<file path="src/rtl/sm83_alu_pkg.sv">
// Shared types for the nibble-serial SM83 ALU: op codes, FSM states, nibble core modes
// and the byte-wide shift/rotate helper.
package sm83_alu_pkg;

   localparam int NIBBLE = 4;

   typedef enum logic [4:0] {
      OP_ADD  = 5'd0,
      OP_ADC  = 5'd1,
      OP_SUB  = 5'd2,
      OP_SBC  = 5'd3,
      OP_AND  = 5'd4,
      OP_XOR  = 5'd5,
      OP_OR   = 5'd6,
      OP_CP   = 5'd7,
      OP_RLC  = 5'd8,
      OP_RRC  = 5'd9,
      OP_RL   = 5'd10,
      OP_RR   = 5'd11,
      OP_SLA  = 5'd12,
      OP_SRA  = 5'd13,
      OP_SRL  = 5'd14,
      OP_SWAP = 5'd15,
      OP_DAA  = 5'd16
   } alu_op_t;

   typedef enum logic [1:0] {
      ST_IDLE = 2'd0,
      ST_LO   = 2'd1,
      ST_HI   = 2'd2
   } alu_state_t;

   typedef enum logic [2:0] {
      NIB_ADD = 3'd0,
      NIB_SUB = 3'd1,
      NIB_AND = 3'd2,
      NIB_XOR = 3'd3,
      NIB_OR  = 3'd4
   } nib_mode_t;

   // Returns {bit shifted out, shifted byte}; SWAP shifts nothing out.
   function automatic logic [8:0] shift_op(input alu_op_t op, input logic [7:0] v,
                                           input logic cin);
      logic [8:0] r;
      r = {1'b0, v};
      case (op)
         OP_RLC:  r = {v[7], v[6:0], v[7]};
         OP_RRC:  r = {v[0], v[0], v[7:1]};
         OP_RL:   r = {v[7], v[6:0], cin};
         OP_RR:   r = {v[0], cin, v[7:1]};
         OP_SLA:  r = {v[7], v[6:0], 1'b0};
         OP_SRA:  r = {v[0], v[7], v[7:1]};
         OP_SRL:  r = {v[0], 1'b0, v[7:1]};
         OP_SWAP: r = {1'b0, v[3:0], v[7:4]};
         default: r = {1'b0, v};
      endcase
      return r;
   endfunction

endpackage

</file>
<file path="src/rtl/sm83_alu_nibble.sv">
// Combinational 4-bit ALU pass: add/subtract with carry (borrow) in and out, plus logic ops.
module sm83_alu_nibble
   import sm83_alu_pkg::*;
(
   input  logic [NIBBLE-1:0] a_i,
   input  logic [NIBBLE-1:0] b_i,
   input  logic              cin,
   input  nib_mode_t         mode,
   output logic [NIBBLE-1:0] y,
   output logic              cout
);

   logic [NIBBLE:0] sum;

   // For subtraction the wrapped top bit of the 5-bit difference is the borrow.
   always_comb begin
      sum = '0;
      case (mode)
         NIB_ADD: sum = {1'b0, a_i} + {1'b0, b_i} + {{NIBBLE{1'b0}}, cin};
         NIB_SUB: sum = {1'b0, a_i} - {1'b0, b_i} - {{NIBBLE{1'b0}}, cin};
         NIB_AND: sum = {1'b0, a_i & b_i};
         NIB_XOR: sum = {1'b0, a_i ^ b_i};
         NIB_OR:  sum = {1'b0, a_i | b_i};
         default: sum = '0;
      endcase
   end

   assign y    = sum[NIBBLE-1:0];
   assign cout = sum[NIBBLE];

endmodule

</file>
<file path="src/rtl/sm83_alu_nibble_seq.sv">
// Nibble-serial SM83 ALU: IDLE -> LO -> HI, one shared 4-bit core, registered result/flags.
// Handshake: start is sampled only in IDLE; valid pulses one cycle after the HI pass.
// Optional DAA support is enabled by defining SM83_ALU_DAA_EN.
module sm83_alu_nibble_seq
   import sm83_alu_pkg::*;
#(
   parameter int WORD_SIZE = 8
) (
   input  logic                 clk,
   input  logic                 reset_n,
   input  logic                 start,
   input  alu_op_t              op,
   input  logic [WORD_SIZE-1:0] a,
   input  logic [WORD_SIZE-1:0] b,
   input  logic                 carry_in,
   input  logic                 half_in,
   input  logic                 neg_in,
   output logic                 busy,
   output logic                 valid,
   output logic [WORD_SIZE-1:0] result,
   output logic                 zero_out,
   output logic                 half_out,
   output logic                 carry_out,
   output logic                 neg_out,
   output logic                 shift_out,
   output logic                 daa_carry_out,
   output alu_state_t           state_dbg
);

   alu_state_t           state_q, state_d;
   alu_op_t              op_q, op_d;
   logic [WORD_SIZE-1:0] a_q, a_d, b_q, b_d;
   logic                 c_q, c_d, h_q, h_d, n_q, n_d;
   logic [NIBBLE-1:0]    lo_q, lo_d;
   logic                 nc_q, nc_d;
   logic [WORD_SIZE-1:0] result_q, result_d;
   logic                 zero_q, zero_d, half_q, half_d, carry_q, carry_d;
   logic                 neg_q, neg_d, shift_q, shift_d, daac_q, daac_d, valid_q, valid_d;

   logic [NIBBLE-1:0]    nib_a, nib_b, nib_y;
   logic                 nib_cin, nib_cout;
   nib_mode_t            nib_mode;
   logic [8:0]           sh;
   logic                 is_shift;
   logic [WORD_SIZE-1:0] res_full;

   // ---------------- FSM ----------------
   always_ff @(posedge clk or negedge reset_n) begin
      if (!reset_n) state_q <= ST_IDLE;
      else          state_q <= state_d;
   end

   always_comb begin
      state_d = state_q;
      case (state_q)
         ST_IDLE: if (start) state_d = ST_LO;
         ST_LO:   state_d = ST_HI;
         ST_HI:   state_d = ST_IDLE;
         default: state_d = ST_IDLE;
      endcase
   end

   always_comb begin
      busy      = (state_q == ST_LO) || (state_q == ST_HI);
      state_dbg = state_q;
   end

`ifdef SM83_ALU_DAA_EN
   // DAA correction is decided once in LO from the whole latched A and reused in HI.
   logic [WORD_SIZE-1:0] corr_q, corr_d;
   logic                 daa_c_q, daa_c_d;
   logic                 corr_lo, corr_hi;

   always_comb begin
      corr_lo = h_q | (~n_q & (a_q[NIBBLE-1:0] > 4'd9));
      corr_hi = c_q | (~n_q & (a_q > 8'h99));
      corr_d  = corr_q;
      daa_c_d = daa_c_q;
      if (state_q == ST_LO) begin
         corr_d  = {(corr_hi ? 4'h6 : 4'h0), (corr_lo ? 4'h6 : 4'h0)};
         daa_c_d = corr_hi;
      end
   end

   always_ff @(posedge clk or negedge reset_n) begin
      if (!reset_n) begin
         corr_q  <= '0;
         daa_c_q <= 1'b0;
      end else begin
         corr_q  <= corr_d;
         daa_c_q <= daa_c_d;
      end
   end
`else
   logic unused_daa_inputs;
   assign unused_daa_inputs = h_q ^ n_q;
`endif

   // ---------------- nibble core operand select ----------------
   always_comb begin
      nib_mode = NIB_ADD;
      nib_a    = (state_q == ST_HI) ? a_q[WORD_SIZE-1:NIBBLE] : a_q[NIBBLE-1:0];
      nib_b    = (state_q == ST_HI) ? b_q[WORD_SIZE-1:NIBBLE] : b_q[NIBBLE-1:0];
      nib_cin  = (state_q == ST_HI) ? nc_q
                                    : (((op_q == OP_ADC) || (op_q == OP_SBC)) ? c_q : 1'b0);
      case (op_q)
         OP_SUB, OP_SBC, OP_CP: nib_mode = NIB_SUB;
         OP_AND:                nib_mode = NIB_AND;
         OP_XOR:                nib_mode = NIB_XOR;
         OP_OR:                 nib_mode = NIB_OR;
`ifdef SM83_ALU_DAA_EN
         OP_DAA: begin
            nib_mode = n_q ? NIB_SUB : NIB_ADD;
            nib_b    = (state_q == ST_HI) ? corr_q[WORD_SIZE-1:NIBBLE] : corr_d[NIBBLE-1:0];
         end
`endif
         default:               nib_mode = NIB_ADD;
      endcase
   end

   sm83_alu_nibble u_nibble (
      .a_i  (nib_a),
      .b_i  (nib_b),
      .cin  (nib_cin),
      .mode (nib_mode),
      .y    (nib_y),
      .cout (nib_cout)
   );

   assign sh       = shift_op(op_q, a_q, c_q);
   assign is_shift = op_q inside {OP_RLC, OP_RRC, OP_RL, OP_RR, OP_SLA, OP_SRA, OP_SRL, OP_SWAP};

   // ---------------- datapath next-state ----------------
   always_comb begin
      op_d     = op_q;
      a_d      = a_q;
      b_d      = b_q;
      c_d      = c_q;
      h_d      = h_q;
      n_d      = n_q;
      lo_d     = lo_q;
      nc_d     = nc_q;
      result_d = result_q;
      zero_d   = zero_q;
      half_d   = half_q;
      carry_d  = carry_q;
      neg_d    = neg_q;
      shift_d  = shift_q;
      daac_d   = daac_q;
      valid_d  = 1'b0;
      res_full = {nib_y, lo_q};
      case (state_q)
         ST_IDLE: begin
            if (start) begin
               op_d = op;
               a_d  = a;
               b_d  = b;
               c_d  = carry_in;
               h_d  = half_in;
               n_d  = neg_in;
            end
         end
         ST_LO: begin
            lo_d = is_shift ? sh[NIBBLE-1:0] : nib_y;
            nc_d = nib_cout;
         end
         ST_HI: begin
            // Unsupported codes fall through with result = a and every flag clear.
            valid_d  = 1'b1;
            result_d = a_q;
            zero_d   = 1'b0;
            half_d   = 1'b0;
            carry_d  = 1'b0;
            neg_d    = 1'b0;
            shift_d  = 1'b0;
            daac_d   = 1'b0;
            case (op_q)
               OP_ADD, OP_ADC, OP_SUB, OP_SBC: begin
                  result_d = res_full;
                  zero_d   = (res_full == '0);
                  half_d   = nc_q;
                  carry_d  = nib_cout;
                  neg_d    = (op_q == OP_SUB) || (op_q == OP_SBC);
               end
               OP_CP: begin
                  zero_d  = (res_full == '0);
                  half_d  = nc_q;
                  carry_d = nib_cout;
                  neg_d   = 1'b1;
               end
               OP_AND, OP_XOR, OP_OR: begin
                  result_d = res_full;
                  zero_d   = (res_full == '0);
                  half_d   = (op_q == OP_AND);
               end
               OP_RLC, OP_RRC, OP_RL, OP_RR, OP_SLA, OP_SRA, OP_SRL, OP_SWAP: begin
                  result_d = {sh[WORD_SIZE-1:NIBBLE], lo_q};
                  zero_d   = ({sh[WORD_SIZE-1:NIBBLE], lo_q} == '0);
                  carry_d  = sh[8];
                  shift_d  = sh[8];
               end
`ifdef SM83_ALU_DAA_EN
               OP_DAA: begin
                  result_d = res_full;
                  zero_d   = (res_full == '0);
                  carry_d  = daa_c_q;
                  daac_d   = daa_c_q;
                  neg_d    = n_q;
               end
`endif
               default: ;
            endcase
         end
         default: ;
      endcase
   end

   always_ff @(posedge clk or negedge reset_n) begin
      if (!reset_n) begin
         op_q     <= OP_ADD;
         a_q      <= '0;
         b_q      <= '0;
         c_q      <= 1'b0;
         h_q      <= 1'b0;
         n_q      <= 1'b0;
         lo_q     <= '0;
         nc_q     <= 1'b0;
         result_q <= '0;
         zero_q   <= 1'b0;
         half_q   <= 1'b0;
         carry_q  <= 1'b0;
         neg_q    <= 1'b0;
         shift_q  <= 1'b0;
         daac_q   <= 1'b0;
         valid_q  <= 1'b0;
      end else begin
         op_q     <= op_d;
         a_q      <= a_d;
         b_q      <= b_d;
         c_q      <= c_d;
         h_q      <= h_d;
         n_q      <= n_d;
         lo_q     <= lo_d;
         nc_q     <= nc_d;
         result_q <= result_d;
         zero_q   <= zero_d;
         half_q   <= half_d;
         carry_q  <= carry_d;
         neg_q    <= neg_d;
         shift_q  <= shift_d;
         daac_q   <= daac_d;
         valid_q  <= valid_d;
      end
   end

   assign valid         = valid_q;
   assign result        = result_q;
   assign zero_out      = zero_q;
   assign half_out      = half_q;
   assign carry_out     = carry_q;
   assign neg_out       = neg_q;
   assign shift_out     = shift_q;
   assign daa_carry_out = daac_q;

endmodule

</file>
<file path="config.mk">
export PLATFORM = sky130hd
export DESIGN_NAME = sm83_alu_nibble_seq
export DESIGN_NICKNAME = d
export VERILOG_FILES = /design/src/rtl/sm83_alu_pkg.sv /design/src/rtl/sm83_alu_nibble.sv /design/src/rtl/sm83_alu_nibble_seq.sv
export SDC_FILE = /design/constraint.sdc
export NUM_CORES = 1
export LEC_CHECK = 0
export BUFFER_PORTS_ARGS = -buffer_cell sky130_fd_sc_hd__buf_2
export CORE_UTILIZATION = 30
export DETAILED_ROUTE_END_ITERATION = 10
export SLEW_MARGIN = 25
export SYNTH_ARGS = -nofsm -noshare
export SYNTH_HDL_FRONTEND = slang
export SYNTH_HIERARCHICAL = 1
export SYNTH_SLANG_ARGS = --single-unit
</file>
<file path="constraint.sdc">
create_clock -name clk -period 10.8 [get_ports clk]
set_input_delay 0 -clock clk [delete_from_list [all_inputs] [get_ports clk]]
set_output_delay 0 -clock clk [all_outputs]
set_load 0.02 [all_outputs]
</file>
==> load_flow_metrics.sql <==
INSERT INTO impl_metrics (metric_group, metric, value, unit) VALUES
('logic_synthesis', 'synthesis.instances', '307', ''),
('cells_and_area', 'antenna-diode-count', '0', ''),
('placement', 'detailedPlacementHpwl', '4960', 'um'),
('critical_path', 'worstPathMaxFanout', '35', ''),
('floorplanning', 'height_of_the_die', '103', 'um'),
('critical_path', 'start_kind', 'flip-flop', ''),
('critical_path', 'regToRegSetupSlack', '6930', 'ps'),
('placement', 'portBuffers', '41', ''),
('cts', 'insertion_delay_of_the_later_clocked_pin_in_the_worst_skew_pair', '300', 'ps'),
('critical_path', 'arrival_time_of_the_worst_setup_path', '4100', 'ps'),
('timing', 'fin_crit', '3870', 'ps'),
('global_route', 'globalRoute.totalOverflow', '0', ''),
('global_route', 'grtUsageTotal', '0.144', ''),
('logic_synthesis', 'postSynth.topFlopCell', 'sky130_fd_sc_hd__dfrtp_1', ''),
('timing', 'maxSlewViolCount', '0', ''),
('logic_synthesis', 'synth_largest_type_area_fraction', '0.355', ''),
('critical_path', 'endpoint_kind', 'flip-flop', ''),
('detailed_routing', 'drtIter0Drc', '91', ''),
('timing', 'totalNegativeSetupSlack', '0', 'ps'),
('global_route', 'first_global_vias', '2405', ''),
('detailed_routing', 'drt_pass1_iterations', '4', ''),
('logic_synthesis', 'post_synthesis_async_set_or_reset_flop_share', '1.00', ''),
('global_route', 'number_of_antenna_violations_at_the_first_check_in_global_routing', '0', ''),
('cts', 'clk_pin_slew', '90', 'ps'),
('cells_and_area', 'final_net_count', '407', ''),
('logic_synthesis', 'post_synth_edffs', '0', ''),
('critical_path', 'critical-path-max-stage-delay', '620', 'ps'),
('logic_synthesis', 'synthesis.yosys.warnings', '6', ''),
('cts', 'clk_path_buf_depth', '2', ''),
('timing', 'report.final.hold_viol_count', '0', ''),
('cells_and_area', 'syn_to_final_growth', '18.5', '%'),
('logic_synthesis', 'synth_largest_area_cell', 'sky130_fd_sc_hd__dfrtp_1', ''),
('min_path', 'min_delay_path_depth', '3', ''),
('detailed_routing', 'wire_length_per_cell_after_detailed_routing', '14.3', 'um'),
('cells_and_area', 'regArea', '0.00108', 'mm^2'),
('cts', 'post_cts_resized', '0', ''),
('detailed_routing', 'dr_total_vias', '2449', ''),
('logic_synthesis', 'post_synth.cell_area_avg', '9.87', 'um^2'),
('detailed_routing', 'viasPerCell', '5.00', ''),
('logic_synthesis', 'ys_seq_elements', '43', ''),
('critical_path', 'critPathSlowestCell', 'sky130_fd_sc_hd__fa_1', ''),
('detailed_routing', 'wl', '7030', 'um'),
('critical_path', 'worst-r2r-cell-count', '16', ''),
('floorplanning', 'ios', '45', ''),
('job', 'drv_cap', '0', ''),
('status', 'run_status', 'completed', ''),
('timing', 'clock_skew', '13.5', 'ps'),
('critical_path', 'path_depth', '16', ''),
('floorplanning', 'fp.dieArea', '0.0105', 'mm^2'),
('logic_synthesis', 'synth.net_count', '356', ''),
('cells_and_area', 'multiInputGateArea', '0.00175', 'mm^2'),
('placement', 'gpl.final_weighted_congestion', '0.873', ''),
('cts', 'cts-buffers-inserted', '5', ''),
('floorplanning', 'rows', '36', ''),
('critical_path', 'worstSetupPathType', 'reg -> reg', ''),
('cells_and_area', 'fillerInstances', '1015', ''),
('cells_and_area', 'drive_gt1_frac', '0.179', ''),
('timing', 'layout_worst_path_cycle_share', '0.358', ''),
('cts', 'clkSinkCount', '43', ''),
('timing', 'worst_slew_margin_rel', '0.383', ''),
('detailed_routing', 'drtAntennaViolNets', '0', ''),
('cts', 'clock_tree.htree_level_count', '2', ''),
('min_path', 'min-delay-path-class', 'in -> reg', ''),
('logic_synthesis', 'post_synth_num_cell_types', '55', ''),
('global_route', 'grt_start_max_net_pins', '44', ''),
('cts', 'clock_tree_from_tritoncts', 'built', ''),
('timing', 'maxClockFrequency', '258', 'MHz'),
('critical_path', 'critPathBufInv', '3', ''),
('detailed_routing', 'drc', '0', ''),
('critical_path', 'required', '11030', 'ps'),
('critical_path', 'critical_path.cell_chain', 'inv_1 -> ha_1 -> buf_4 -> mux2_2 -> fa_1 -> inv_1 -> ha_1 -> o21ai_4 -> nand2b_1 -> a21boi_0 -> o22ai_1 -> nor4_1 -> nand2_1 -> o21ai_0 -> o21ai_0 -> o21ai_1', '');
## through the flow
stage                     setup slack, ps  instance area [um^2]  hold slack [ps]  utilization  std cells
final                                6930                  3590             59.9        0.368        490
after detailed placement             6950                  3280              205        0.336        461
after global placement               6970                  3280              212        0.336        461
after floorplan                      7180                  3030             -296            -        307
after global routing                 6480                  3590             90.7        0.368        490
after CTS                            6910                  3580             53.4        0.367        490
## layout make-up
class                      instances  area share
sequential                        43       0.300
inverter                          21      0.0219
multi-input combinational        221       0.486
timing repair buffer              66       0.126
tap                              133      0.0463
clock buffer                       6      0.0202
## repair_timing
item                                    4_1_cts  5_1_grt
buffers inserted                              0        0
hold buffers                                 23        0
hold endpoints to repair                     65        0
endpoints found under the setup margin        0        0
## per-layer routing
| layer | vias to the layer above | global-route usage | routed length (um) |
|---|---|---|---|
| met5 | - | 0 | 0 |
| met4 | 0 | 0.0385 | 162 |
| met3 | 18 | 0.0312 | 347 |
| met2 | 78 | 0.226 | 3110 |
| met1 | 1158 | 0.200 | 3410 |
| li1 | 1195 | - | - |
## cell usage in the layout (no fill, tap or decap), types with 4 or more instances in the layout
cell                             n
sky130_fd_sc_hd__dfrtp_1        43
sky130_fd_sc_hd__buf_2          40
sky130_fd_sc_hd__mux2_1         27
sky130_fd_sc_hd__dlygate4sd3_1  23
sky130_fd_sc_hd__nand2_1        20
sky130_fd_sc_hd__inv_1          19
sky130_fd_sc_hd__ha_1           19
sky130_fd_sc_hd__mux2i_1        18
sky130_fd_sc_hd__nor2_1         16
sky130_fd_sc_hd__a21oi_1        12
sky130_fd_sc_hd__nand3_1        10
sky130_fd_sc_hd__o21ai_1         7
sky130_fd_sc_hd__mux2_2          6
sky130_fd_sc_hd__o22ai_1         6
sky130_fd_sc_hd__o21ai_0         6
sky130_fd_sc_hd__o211ai_1        6
sky130_fd_sc_hd__nand2b_1        5
sky130_fd_sc_hd__o22a_1          5
sky130_fd_sc_hd__clkbuf_8        5
sky130_fd_sc_hd__a31oi_1         4
sky130_fd_sc_hd__xnor2_1         4
sky130_fd_sc_hd__a22oi_1         4
## Yosys cell counts, types with 2 or more instances
master / instances
sky130_fd_sc_hd__a211oi_1: 3
sky130_fd_sc_hd__a21boi_0: 2
sky130_fd_sc_hd__a21o_1: 3
sky130_fd_sc_hd__a21oi_1: 12
sky130_fd_sc_hd__a22oi_1: 4
sky130_fd_sc_hd__a31oi_1: 4
sky130_fd_sc_hd__and3_1: 3
sky130_fd_sc_hd__buf_2: 8
sky130_fd_sc_hd__buf_6: 5
sky130_fd_sc_hd__clkbuf_1: 6
sky130_fd_sc_hd__clkbuf_2: 2
sky130_fd_sc_hd__dfrtp_1: 43
sky130_fd_sc_hd__fa_1: 3
sky130_fd_sc_hd__ha_1: 19
sky130_fd_sc_hd__inv_1: 19
sky130_fd_sc_hd__mux2_1: 27
sky130_fd_sc_hd__mux2_2: 6
sky130_fd_sc_hd__mux2i_1: 18
sky130_fd_sc_hd__nand2_1: 20
sky130_fd_sc_hd__nand2b_1: 5
sky130_fd_sc_hd__nand3_1: 10
sky130_fd_sc_hd__nand3b_1: 2
sky130_fd_sc_hd__nand4_1: 2
sky130_fd_sc_hd__nor2_1: 16
sky130_fd_sc_hd__nor2_2: 2
sky130_fd_sc_hd__nor2b_1: 2
sky130_fd_sc_hd__nor3_1: 3
sky130_fd_sc_hd__nor4_1: 3
sky130_fd_sc_hd__o211ai_1: 6
sky130_fd_sc_hd__o21ai_0: 6
sky130_fd_sc_hd__o21ai_1: 7
sky130_fd_sc_hd__o22a_1: 5
sky130_fd_sc_hd__o22ai_1: 6
sky130_fd_sc_hd__xnor2_1: 4
## registers in the layout, indices dropped and copies added (netlist names)
signal	flops
op_q	5
result	8
carry_out	1
b_q	8
neg_out	1
shift_out	1
nc_q	1
a_q	8
state_dbg	2
c_q	1
zero_out	1
valid	1
lo_q	4
half_out	1
## path summary, 6_finish.rpt
path                         startpoint      endpoint
setup / recovery           state_dbg[0]      zero_out
hold / removal                    start  state_dbg[0]
setup reg to reg           state_dbg[0]      zero_out
hold reg to reg                  b_q[2]        b_q[2]
max in group asynchronous       reset_n  state_dbg[0]
min in group asynchronous       reset_n     shift_out
## worst reg2reg max path: cells and delay by family, from the launching register on
family,cells,cell delay [ps]
AO/OA/AOI/OAI,6,950
adder cells (fa/ha/maj),3,990
buffers and inverters,3,540
flip-flops,1,420
multiplexers,1,460
AND/OR/NAND/NOR,3,450
## cells by family (layout without fill, tap and decap cells)
kind of cell / count (synthesis) / in the layout / share of synthesized area
buffers and inverters: 43 / 93 / 0.0710
AND/OR/NAND/NOR: 73 / 73 / 0.120
XOR/XNOR: 4 / 4 / 0.0116
adder cells (fa/ha/maj): 22 / 22 / 0.0983
AO/OA/AOI/OAI: 70 / 70 / 0.161
flip-flops: 43 / 43 / 0.355
multiplexers: 51 / 51 / 0.182
other: 1 / 1 / 0.00124
Power is left out: the tool's default activity adds up to more than one toggle a clock period on the data nets, which glitch-free logic cannot reach.
